File: src/rtl/move_sched_if.sv
// Move handshake between the scheduler (master) and the board-update logic (slave).
interface move_if;
   logic       mv_valid;
   logic [2:0] mv_op;
   logic       mv_ready;

   modport master (output mv_valid, output mv_op, input mv_ready);
   modport slave  (input mv_valid, input mv_op, output mv_ready);
endinterface

File: src/rtl/move_sched.sv
// Tetris move scheduler: latches key/gravity requests, arbitrates by fixed priority, owns pause.
// Optional feature: define SOFT_DROP_EN to enable soft-drop requests from k_down.
module move_sched #(
   parameter int GRAV_BASE = 50_000_000,
   parameter int GRAV_STEP = 3_000_000,
   parameter int GRAV_MIN  = 5_000_000,
   parameter int CW        = 26
) (
   input  logic       clk,
   input  logic       rst_n,
   input  logic       k_left,
   input  logic       k_right,
   input  logic       k_rot,
   input  logic       k_down,
   input  logic       pause_tgl,
   input  logic       grav_rst,
   input  logic [3:0] level,
   move_if.master     mv,
   output logic       paused
);

   localparam int PW = CW + 4;
   localparam logic [PW-1:0] BASE_C = PW'(GRAV_BASE);
   localparam logic [PW-1:0] MIN_C  = PW'(GRAV_MIN);
   localparam logic [PW-1:0] SPAN_C = BASE_C - MIN_C;

   localparam logic [2:0] OP_LEFT  = 3'd0;
   localparam logic [2:0] OP_RIGHT = 3'd1;
   localparam logic [2:0] OP_ROT   = 3'd2;
   localparam logic [2:0] OP_SOFT  = 3'd3;
   localparam logic [2:0] OP_GRAV  = 3'd4;

   typedef enum logic [1:0] {IDLE, ISSUE, PAUSED} state_t;

   // Clamp is decided before subtracting so high levels can never wrap the period.
   function automatic logic [CW-1:0] grav_period(input logic [3:0] lvl);
      logic [PW-1:0] dec;
      logic [PW-1:0] per;
      dec = PW'(lvl) * PW'(GRAV_STEP);
      if (dec >= SPAN_C) per = MIN_C;
      else               per = BASE_C - dec;
      return CW'(per - PW'(1));
   endfunction

   function automatic logic [2:0] pick_op(input logic [4:0] p);
      if      (p[OP_ROT])   return OP_ROT;
      else if (p[OP_LEFT])  return OP_LEFT;
      else if (p[OP_RIGHT]) return OP_RIGHT;
      else if (p[OP_SOFT])  return OP_SOFT;
      else                  return OP_GRAV;
   endfunction

   state_t        state_q, state_d;
   logic [4:0]    pend_q, pend_d;
   logic [CW-1:0] cnt_q, cnt_d;
   logic          pflag_q, pflag_d;
   logic          valid_q, valid_d;
   logic [2:0]    op_q, op_d;
   logic          paused_q, paused_d;

   logic          soft_w;
   logic [CW-1:0] reload_w;
   logic [3:0]    keys_w;
   logic [4:0]    clr_w;
   logic          grav_hit_w;

`ifdef SOFT_DROP_EN
   assign soft_w = k_down;
`else
   logic  soft_unused;
   assign soft_unused = k_down;
   assign soft_w      = 1'b0;
`endif

   assign reload_w    = grav_period(level);
   assign keys_w      = (state_q == PAUSED) ? 4'b0 : {soft_w, k_rot, k_right, k_left};
   assign mv.mv_valid = valid_q;
   assign mv.mv_op    = op_q;
   assign paused      = paused_q;

   always_comb begin
      state_d    = state_q;
      valid_d    = valid_q;
      op_d       = op_q;
      pflag_d    = pflag_q;
      paused_d   = paused_q;
      clr_w      = 5'b0;
      cnt_d      = cnt_q;
      grav_hit_w = 1'b0;

      // Gravity counter: grav_rst beats expiry; frozen while paused.
      if (grav_rst) begin
         cnt_d = reload_w;
      end else if (state_q != PAUSED) begin
         if (cnt_q == '0) begin
            cnt_d      = reload_w;
            grav_hit_w = 1'b1;
         end else begin
            cnt_d = cnt_q - 1'b1;
         end
      end

      case (state_q)
         IDLE: begin
            pflag_d = 1'b0;
            if (pflag_q ^ pause_tgl) begin
               state_d  = PAUSED;
               paused_d = 1'b1;
               clr_w    = 5'b11111;
            end else if (|pend_q) begin
               op_d    = pick_op(pend_q);
               valid_d = 1'b1;
               state_d = ISSUE;
            end
         end
         ISSUE: begin
            if (pause_tgl) pflag_d = ~pflag_q;
            if (mv.mv_ready) begin
               clr_w   = 5'b00001 << op_q;
               valid_d = 1'b0;
               state_d = IDLE;
            end
         end
         PAUSED: begin
            if (pause_tgl) begin
               state_d  = IDLE;
               paused_d = 1'b0;
            end
         end
         default: state_d = IDLE;
      endcase

      if (grav_rst) clr_w[OP_GRAV] = 1'b1;
      // New requests win over a same-edge clear.
      pend_d = (pend_q & ~clr_w) | {grav_hit_w, keys_w};
   end

   always_ff @(posedge clk or negedge rst_n) begin
      if (!rst_n) begin
         state_q  <= IDLE;
         pend_q   <= 5'b0;
         cnt_q    <= CW'(GRAV_BASE - 1);
         pflag_q  <= 1'b0;
         valid_q  <= 1'b0;
         op_q     <= 3'd0;
         paused_q <= 1'b0;
      end else begin
         state_q  <= state_d;
         pend_q   <= pend_d;
         cnt_q    <= cnt_d;
         pflag_q  <= pflag_d;
         valid_q  <= valid_d;
         op_q     <= op_d;
         paused_q <= paused_d;
      end
   end

endmodule

File: src/flat_wrapper.sv
// flat-port wrapper written by rule: the top's interface ports become plain ports
module move_sched_flat 
#(
   parameter int GRAV_BASE = 50_000_000,
   parameter int GRAV_STEP = 3_000_000,
   parameter int GRAV_MIN  = 5_000_000,
   parameter int CW        = 26
)
  (clk, rst_n, k_left, k_right, k_rot, k_down, pause_tgl, grav_rst, level, paused, mv_mv_valid, mv_mv_op, mv_mv_ready);
  move_if mv_i ();
  input  logic clk;
  input  logic rst_n;
  input  logic k_left;
  input  logic k_right;
  input  logic k_rot;
  input  logic k_down;
  input  logic pause_tgl;
  input  logic grav_rst;
  input  logic [3:0] level;
  output logic paused;
  output wire logic [$bits(mv_i.mv_valid)-1:0] mv_mv_valid;
  output wire logic [$bits(mv_i.mv_op)-1:0] mv_mv_op;
  input wire logic [$bits(mv_i.mv_ready)-1:0] mv_mv_ready;
  assign mv_mv_valid = mv_i.mv_valid;
  assign mv_mv_op = mv_i.mv_op;
  assign mv_i.mv_ready = mv_mv_ready;
  move_sched #(.GRAV_BASE(GRAV_BASE), .GRAV_STEP(GRAV_STEP), .GRAV_MIN(GRAV_MIN), .CW(CW)) u_core (.clk(clk), .rst_n(rst_n), .k_left(k_left), .k_right(k_right), .k_rot(k_rot), .k_down(k_down), .pause_tgl(pause_tgl), .grav_rst(grav_rst), .level(level), .mv(mv_i), .paused(paused));
endmodule
File: config.mk
export PLATFORM = sky130hd
export DESIGN_NAME = move_sched_flat
export DESIGN_NICKNAME = d
export VERILOG_FILES = /design/src/rtl/move_sched_if.sv /design/src/rtl/move_sched.sv /design/src/flat_wrapper.sv
export SDC_FILE = /design/constraint.sdc
export NUM_CORES = 1
export LEC_CHECK = 0
export CORE_UTILIZATION = 47
export CTS_BUF_LIST = sky130_fd_sc_hd__clkbuf_16
export CTS_CLUSTER_SIZE = 16
export DETAILED_ROUTE_END_ITERATION = 7
export PLACE_DENSITY = 0.72
export SLEW_MARGIN = 20
export SYNTH_ARGS = -nofsm -noshare
export SYNTH_HDL_FRONTEND = slang
export SYNTH_SLANG_ARGS = --single-unit
File: constraint.sdc
create_clock -name clk -period 3.27 [get_ports clk]
set_input_delay 0.8175 -clock clk [delete_from_list [all_inputs] [get_ports clk]]
set_output_delay 0.8175 -clock clk [all_outputs]
set_load 0.01 [all_outputs]
==> run metrics <==
crit path kind=in -> reg; post-DR wirelength/cell=18.2 um; Via density=6.08; dpl hpwl=11700 um; maximum root-to-sink buffer count=2; initial antenna violation count=0; max-capacitance violation count=0; Hold Worst Slack=0.484 ns; Die X=102 um; Final setup viols=20; status=complete, but fails checks; RSZ-0062 raised after global routing=yes; post-route minimum period=5.17 ns; largest net degree at the start of global routing=40; Final Power=4.50 mW; commonest cells after routing, fill and taps aside=171 x buf_4, 53 x nor2_1, 47 x nand2_1; first-pass GRT wire length=24900 um; Max Fanout on Critical Path=3; violated checks=negative setup slack; CTS tree=done; Area growth syn-to-layout=52.8%; IO buf count=16; Total Wirelength=16800 um; post-synthesis async set-or-reset flop share=100%; htree depth=2; final slew viol count=0; number of flops mapped to enable cells by yosys=0; Avg Synthesized Cell Area=7.82 um^2; gpl congestion=0.988; setup ws final=-1.90 ns; Top-Level Pins=18; gr ovfl total=0; Fin. Hold Viols=0; # diodes=0; #FFs+latches synth=39; CP required=3.48 ns; Starting Density=48.3%; Syn Std Cell Area=0.00472 mm^2; PwrDens=624 mW/mm^2; dominant synthesized flop cell=dfrtp_1; Worst Hold Class=reg -> reg; Placed Area=0.00633 mm^2; # DRC=0; Tightest Pin Transition=0.858 ns; Static Leakage=3.05 nW; Seq/Total Area, Yosys=21.1%; setup TNS=-26.15 ns; filler instances=684; period utilization=158%; initial DRC count=380; Peak VDD IR=0.430 mV; CTS Sinks=39; remaining antenna violation count after routing=0; Reg clk slew, reported paths=0.06 ns; vias in the first global route=5352; Startpoint Class=input pin; crit end category=flop; register area=998 um^2; Netlist cell types=93; Core Area=0.00977 mm^2; clock skew=0.00395 ns; number of vias in the routed layout=5617; TritonRoute pass-1 iters=5; Max Fclk=193 MHz; fin cells=924; share of cells above drive strength 1=41.7%; die height=102 um; NumNets Final=839; Mapped Cells=604; row cnt=36; Root Driver=clkbuf_16; DP Cell Count=891; Worst Path Arrival=5.38 ns; Syn. warnings=0; syn nets=653; design area=0.00722 mm^2; die area=0.0105 mm^2; Multi-input gate area=0.00417 mm^2; cts bufs inserted=5; gr usage total=30.3%; commonest non-fill, non-tap cell in the layout=buf_4; Max-slew headroom=42.8%; worst skew pair latency=0.28 ns
## through the flow
step	util (%)	setup WS (ns)
2_1_floorplan	-	-2.01
3_3_place_gp	64.7	-2.57
3_5_place_dp	64.7	-2.68
4_1_cts	70.7	-1.97
5_1_grt	73.8	-2.08
6_report	73.8	-1.90
## sequential cells by signal, indices dropped and copies added (netlist names)
name / count
u_core.paused: 1
u_core.mv.mv_op: 3
u_core.cnt_q: 26
u_core.mv.mv_valid: 1
u_core.pflag_q: 1
u_core.state_q: 2
u_core.pend_q: 5
## cell families after synthesis
kind of cell             share of synthesized area, %
AO/OA/AOI/OAI                                    26.4
XOR/XNOR                                         6.52
adder cells (fa/ha/maj)                          10.2
buffers and inverters                            4.79
flip-flops                                       21.1
multiplexers                                    0.662
AND/OR/NAND/NOR                                  30.3
## critical path: stages
cell	delay, ns
buf_8	0.10
inv_1	0.09
ha_4	0.23
fa_2	0.59
inv_2	0.08
ha_4	0.18
a211o_1	0.33
a21oi_2	0.19
o211a_1	0.24
o2111ai_2	0.12
a2111oi_2	0.34
o211ai_1	0.16
nand3_2	0.14
buf_6	0.11
o21bai_4	0.11
ha_4	0.14
a21boi_4	0.17
nand2_2	0.10
nor4b_4	0.35
nand2b_4	0.12
o22ai_2	0.15
mux2_4	0.32
nor3_2	0.17
## cell usage after synthesis, types with 12 or more instances
cell type	instances	area (um^2)
xnor2_1	22	193
nor2_1	58	218
dfrtp_1	21	526
a21oi_1	40	200
inv_1	30	113
nand3_1	27	135
o21ai_0	39	195
clkbuf_1	17	63.8
nand2_1	48	180
ha_1	32	400
nor3_1	31	155
dfstp_2	18	473
or3_1	12	75.1
## power breakdown
group          total (mW)  switching (mW)  internal [mW]
logic                3.09            1.55           1.53
clock network       0.463           0.187          0.276
registers           0.952           0.214          0.738
## layout make-up
cell class	instances	area share [%]
clock buffer	5	1.73
inverter	30	1.56
sequential	39	13.8
clock inverter	3	0.173
multi-input combinational	511	57.8
timing repair buffer	203	22.6
tap	133	2.31
## per-layer routing
metal / wire [um] / up-vias / global-route usage [%]
li1: - / 2619 / -
met1: 6410 / 2679 / 33.7
met2: 8840 / 249 / 57.9
met3: 736 / 70 / 2.39
met4: 862 / 0 / 14.8
met5: 0 / - / 0
## repair_timing
action	4_1_cts	5_1_grt
setup buffers	18	10
endpoints found under the hold margin	0	0
setup endpoints to repair	20	20
pin swaps	49	36
hold buffers	0	0
gates resized for setup	82	50
## path summary, 6_finish.rpt
| kind | start | to | slack (ns) | depth (start not counted) |
|---|---|---|---|---|
| max | level[2] | u_core.cnt_q[22] | -1.90 | 23 |
| min | u_core.paused | u_core.paused | 0.48 | 2 |
| max reg2reg | u_core.cnt_q[0] | u_core.cnt_q[22] | 0.09 | 12 |
| min reg2reg | u_core.paused | u_core.paused | 0.48 | 2 |
| max in group asynchronous | rst_n | u_core.mv.mv_op[0] | 2.08 | 1 |
| min in group asynchronous | rst_n | u_core.pflag_q | 0.65 | 1 |
No activity file was read; power rests on OpenSTA's default activity.
==> edit 1, RTL diff (same settings) <==
`CW` is set to 26 in 2 places; all go to 52.
--- a/src/rtl/move_sched.sv
+++ b/src/rtl/move_sched.sv
@@ -4,7 +4,7 @@
    parameter int GRAV_BASE = 50_000_000,
    parameter int GRAV_STEP = 3_000_000,
    parameter int GRAV_MIN  = 5_000_000,
-   parameter int CW        = 26
+   parameter int CW        = 52
 ) (
    input  logic       clk,
    input  logic       rst_n,
--- a/src/flat_wrapper.sv
+++ b/src/flat_wrapper.sv
@@ -4,7 +4,7 @@
    parameter int GRAV_BASE = 50_000_000,
    parameter int GRAV_STEP = 3_000_000,
    parameter int GRAV_MIN  = 5_000_000,
-   parameter int CW        = 26
+   parameter int CW        = 52
 )
   (clk, rst_n, k_left, k_right, k_rot, k_down, pause_tgl, grav_rst, level, paused, mv_mv_valid, mv_mv_op, mv_mv_ready);
   move_if mv_i ();
Behaviour: same outputs for any inputs over 10 cycles, from zero or initial values and one cycle with rst_n low; that may be too few to reach the edited logic, so the function may still have changed.
==> edit 1 against the original RTL <==
- the flow still finishes with violations (setup timing)
- total power is 25% higher
- global-route usage shrank 1.1 points
- clock skew rose by 0.0023 ns
- routed wire length up 24%
- design area rose by 25%
- worst setup slack improved by 0.095 ns
- core utilization shrank 3.6 points
- sequential cell count increased by 26
- area after synthesis up 33%
- largest cell class unchanged
- largest power group unchanged
==> edit 1: results (changes against the original RTL) <==
- All-Layer GR Usage: 0.293 (was 0.303)
- Setup violators final: 27 (was 20)
- Final GP Congestion: 0.954 (was 0.988)
- Sequential share of the synthesized area: 0.263 (was 0.211)
- Reg-to-reg endpoint: u_core.cnt_q[26] (was u_core.cnt_q[22])
- Syn nets: 858 (was 653)
- Failing checks: setup timing (unchanged)
- Slew @ Worst Pin: 0.827 ns (was 0.858 ns)
- VDD IR-drop max: 264 uV (was 430 uV)
- Overall via count from detail_route: 7118 (was 5617)
- DP Wirelength: 15000 um (was 11700 um)
- Critical path peak fanout: 4 (was 3)
- Leakage: 3.75 nW (was 3.05 nW)
- Nets: 1029 (was 839)
- First-pass GRT wire length: 33200 um (was 24900 um)
- Largest net degree at the start of global routing: 66 (was 40)
- Cells after synthesis: 810 (was 604)
- Num CTS Buffers: 9 (was 5)
- Worst reg2reg path depth: 9 (was 12)
- Vias in the first global route: 7017 (was 5352)
- Max reg flops: 52 (was 26)
- Setup ws final: -1.80 ns (was -1.90 ns)
- Switch share: 0.415 (was 0.435)
- Status: finished, violations left (unchanged)
- Reg2reg start: u_core.cnt_q[29] (was u_core.cnt_q[0])
- CP peak stage delay: 0.49 ns (was 0.59 ns)
- Slowest-stage cell, CP: or4_4 (was fa_2)
- Worst Skew: 0.00623 ns (was 0.00395 ns)
[edit 1: power groups by stage]
| stage | clock (mW) | sequential (mW) | combinational, mW |
|---|---|---|---|
| finish | 1.02 | 1.30 | 3.31 |
| global route | 1.05 | 1.32 | 3.55 |
| CTS | 1.02 | 1.28 | 3.12 |
| detailed placement | 0 | 1.29 | 2.93 |
| global placement | 0 | 1.27 | 2.86 |
| floorplan | 0 | 1.23 | 1.87 |
[edit 1: how the worst max path moves through the flow]
| stage | end | from |
|---|---|---|
| 6_report | u_core.cnt_q[26] | level[2] |
| 3_3_place_gp | u_core.cnt_q[50] | level[3] |
| 5_1_grt | u_core.cnt_q[26] | level[2] |
| 4_1_cts | u_core.cnt_q[50] | level[2] |
| 2_1_floorplan | u_core.cnt_q[18] | level[1] |
| 3_5_place_dp | u_core.cnt_q[50] | level[3] |
[edit 1: routing by layer]
layer,track usage,wire (um),share of wire
met4,0.167,780,0.037
met5,0,0,0
met1,0.347,8210,0.39
met3,0.0339,1060,0.051
met2,0.512,10800,0.52
[edit 1: cell families after synthesis]
family                   synth area share
XOR/XNOR                           0.0486
AND/OR/NAND/NOR                     0.288
flip-flops                          0.263
adder cells (fa/ha/maj)            0.0745
AO/OA/AOI/OAI                       0.281
buffers and inverters              0.0458
[edit 1: final cells by class]
type / count / area [um2]
multi-input combinational: 680 / 5130
timing repair buffer: 199 / 1610
clock inverter: 7 / 86.3
inverter: 26 / 97.6
tap: 172 / 215
sequential: 65 / 1650
clock buffer: 9 / 225
fill: 963 / 3810
[edit 1: timing repair]
item / 4_1_cts / 5_1_grt
setup buffers: 12 / 4
pin swaps: 37 / 34
hold buffers: 0 / 0
setup endpoints to repair: 27 / 33
resized for setup: 72 / 46
[edit 1: worst register-to-register path, delay by kind of cell (launching register included)]
family | cells | cell delay, ns
and+or+nand+nor | 6 | 2.01
DFF | 1 | 0.44
buffers and inverters | 1 | 0.21
AOI/OAI and AO/OA | 2 | 0.39
[edit 1: metrics by stage]
stage                     setup WS (ns)  hold WS [ns]  setup TNS (ns)  power, mW  utilization
after CTS                         -1.70         0.484          -33.70       5.42        0.683
after floorplan                   -1.98         0.451          -34.56       3.10            -
final                             -1.80         0.474          -35.11       5.62        0.703
after global placement            -2.55         0.462          -56.51       4.14        0.635
after detailed placement          -2.67         0.471          -59.75       4.22        0.635
after global routing              -2.00         0.499          -39.22       5.92        0.703
==> edit 2, RTL diff (config.mk and constraints unchanged) <==
Made on the original files. Re-encode `state_t` (3 states) as one-hot, 3 bits wide.
--- a/src/rtl/move_sched.sv
+++ b/src/rtl/move_sched.sv
@@ -30,7 +30,7 @@
    localparam logic [2:0] OP_SOFT  = 3'd3;
    localparam logic [2:0] OP_GRAV  = 3'd4;
 
-   typedef enum logic [1:0] {IDLE, ISSUE, PAUSED} state_t;
+   typedef enum logic [2:0] {IDLE = 3'b001, ISSUE = 3'b010, PAUSED = 3'b100} state_t;
 
    // Clamp is decided before subtracting so high levels can never wrap the period.
    function automatic logic [CW-1:0] grav_period(input logic [3:0] lvl);
Check against the original RTL: same outputs for any inputs over 10 cycles, from zero or initial values and one cycle with rst_n low; not proved beyond that.
==> edit 2 against the original RTL <==
- worst setup slack worse by 0.11 ns
- via count is 6.2% lower
- sequential power down 1%
- highest routed layer unchanged
- fmax decreased by 2.2%
- total power down 2.1%
- critical path depth did not move
- routed wire length decreased by 9.9%
- design area decreased by 2.6%
- sequential cell count up 1
- die area fell by 0.80%
- the flow still finishes with violations (setup timing)
- area after synthesis is 0.82% lower
==> edit 2: results (changes against the original RTL) <==
- Status: finished, violations left (unchanged)
- Failing checks: setup timing (unchanged)
- Worst Skew: 0.00503 ns (was 0.00395 ns)
- Post-Layout Cell Count: 898 (was 924)
- Syn nets: 637 (was 653)
- Setup TNS: -31.11 ns (was -26.15 ns)
- Synth unique cells: 82 (was 93)
- Placed Cells incl. Taps: 863 (was 891)
- Hold Crit Class: flop to flop (unchanged)
- Hold path start: u_core.cnt_q[12] (was u_core.paused)
- First-pass GRT wire length: 23200 um (was 24900 um)
- Sequential share of the synthesized area: 0.219 (was 0.211)
- Top cells by count, synth: nor2_1, nand2_1, o21ai_0 (was nor2_1, nand2_1, a21oi_1)
- R2R Setup Slk: -0.29 ns (was 0.09 ns)
- Final WL: 15200 um (was 16800 um)
- Cells after synthesis: 588 (was 604)
- Slew @ Worst Pin: 0.896 ns (was 0.858 ns)
- CP arrival: 5.46 ns (was 5.38 ns)
- Initial DRC Count: 245 (was 380)
- Setup violators final: 20 (unchanged)
- Placed cell areas: 6220 um2 (was 6330 um2)
- DP Wirelength: 10600 um (was 11700 um)
- Avg Vias per Cell: 5.87 (was 6.08)
- Leakage: 2.97 nW (was 3.05 nW)
- Nets: 813 (was 839)
- Top cells by area, synth: dfrtp_1, dfstp_2, ha_1 (unchanged)
- Hold_ws: 0.461 ns (was 0.484 ns)
- VDD IR-drop max: 277 uV (was 430 uV)
- All-Layer GR Usage: 0.278 (was 0.303)
- Worst reg2reg path depth: 13 (was 12)
- DP Worst Slack: -2.59 ns (was -2.68 ns)
- Largest net degree at the start of global routing: 41 (was 40)
- Vias in the first global route: 5127 (was 5352)
- Final GP Congestion: 0.860 (was 0.988)
- Initial antenna violation count: 0 (unchanged)
- Num CTS Buffers: 5 (unchanged)
- Top FF cell, synth: dfrtp_1 (unchanged)
- Hold Path End: u_core.cnt_q[12] (was u_core.paused)
- Setup ws final: -2.01 ns (was -1.90 ns)
- Layout cells sized above 1: 0.410 (was 0.417)
-- edit 2: final cells by class --
class | count | area [um2]
Tap cell | 133 | 166
Clock buffer | 5 | 125
Fill cell | 731 | 2700
Inverter | 22 | 82.6
Multi-Input combinational cell | 499 | 4010
Timing Repair Buffer | 196 | 1600
Clock inverter | 3 | 18.8
Sequential cell | 40 | 1020
-- edit 2: logic make-up after synthesis --
kind of cell | after synthesis | synth area share
xor gates and xnor gates | 47 | 0.0919
AOI/OAI and AO/OA | 181 | 0.283
and+or+nand+nor | 232 | 0.256
adders and majority gates | 36 | 0.103
muxes | 3 | 0.00641
DFF | 40 | 0.219
buffers and inverters | 49 | 0.0419
-- edit 2: what timing repair did --
item                                    CTS  global route
cloned                                    1             0
setup buffers                            30            16
pin swaps                                29            41
endpoints found under the setup margin   20            23
gates resized for setup                  74            61
-- edit 2: layer usage --
metal / vias to the layer above / part of all wire / GRT usage
met1: 2516 / 0.40 / 0.326
met4: 0 / 0.028 / 0.120
met3: 47 / 0.037 / 0.0287
li1: 2526 / - / -
met5: - / 0 / 0
met2: 182 / 0.54 / 0.512
-- edit 2: worst max-delay path by stage --
stage	startpoint	end	slack, ns	cells after the start
2_1_floorplan	level[1]	u_core.cnt_q[24]	-1.88	22
3_3_place_gp	level[3]	u_core.cnt_q[24]	-2.48	20
3_5_place_dp	level[3]	u_core.cnt_q[24]	-2.59	20
4_1_cts	level[2]	u_core.cnt_q[22]	-1.90	22
5_1_grt	level[2]	u_core.cnt_q[24]	-2.18	26
6_report	level[0]	u_core.cnt_q[24]	-2.01	23
-- edit 2: power breakdown --
part	switching, mW	internal (mW)	leakage (nW)
logic	1.50	1.48	2.45
clock network	0.204	0.281	0.0736
registers	0.203	0.736	0.449
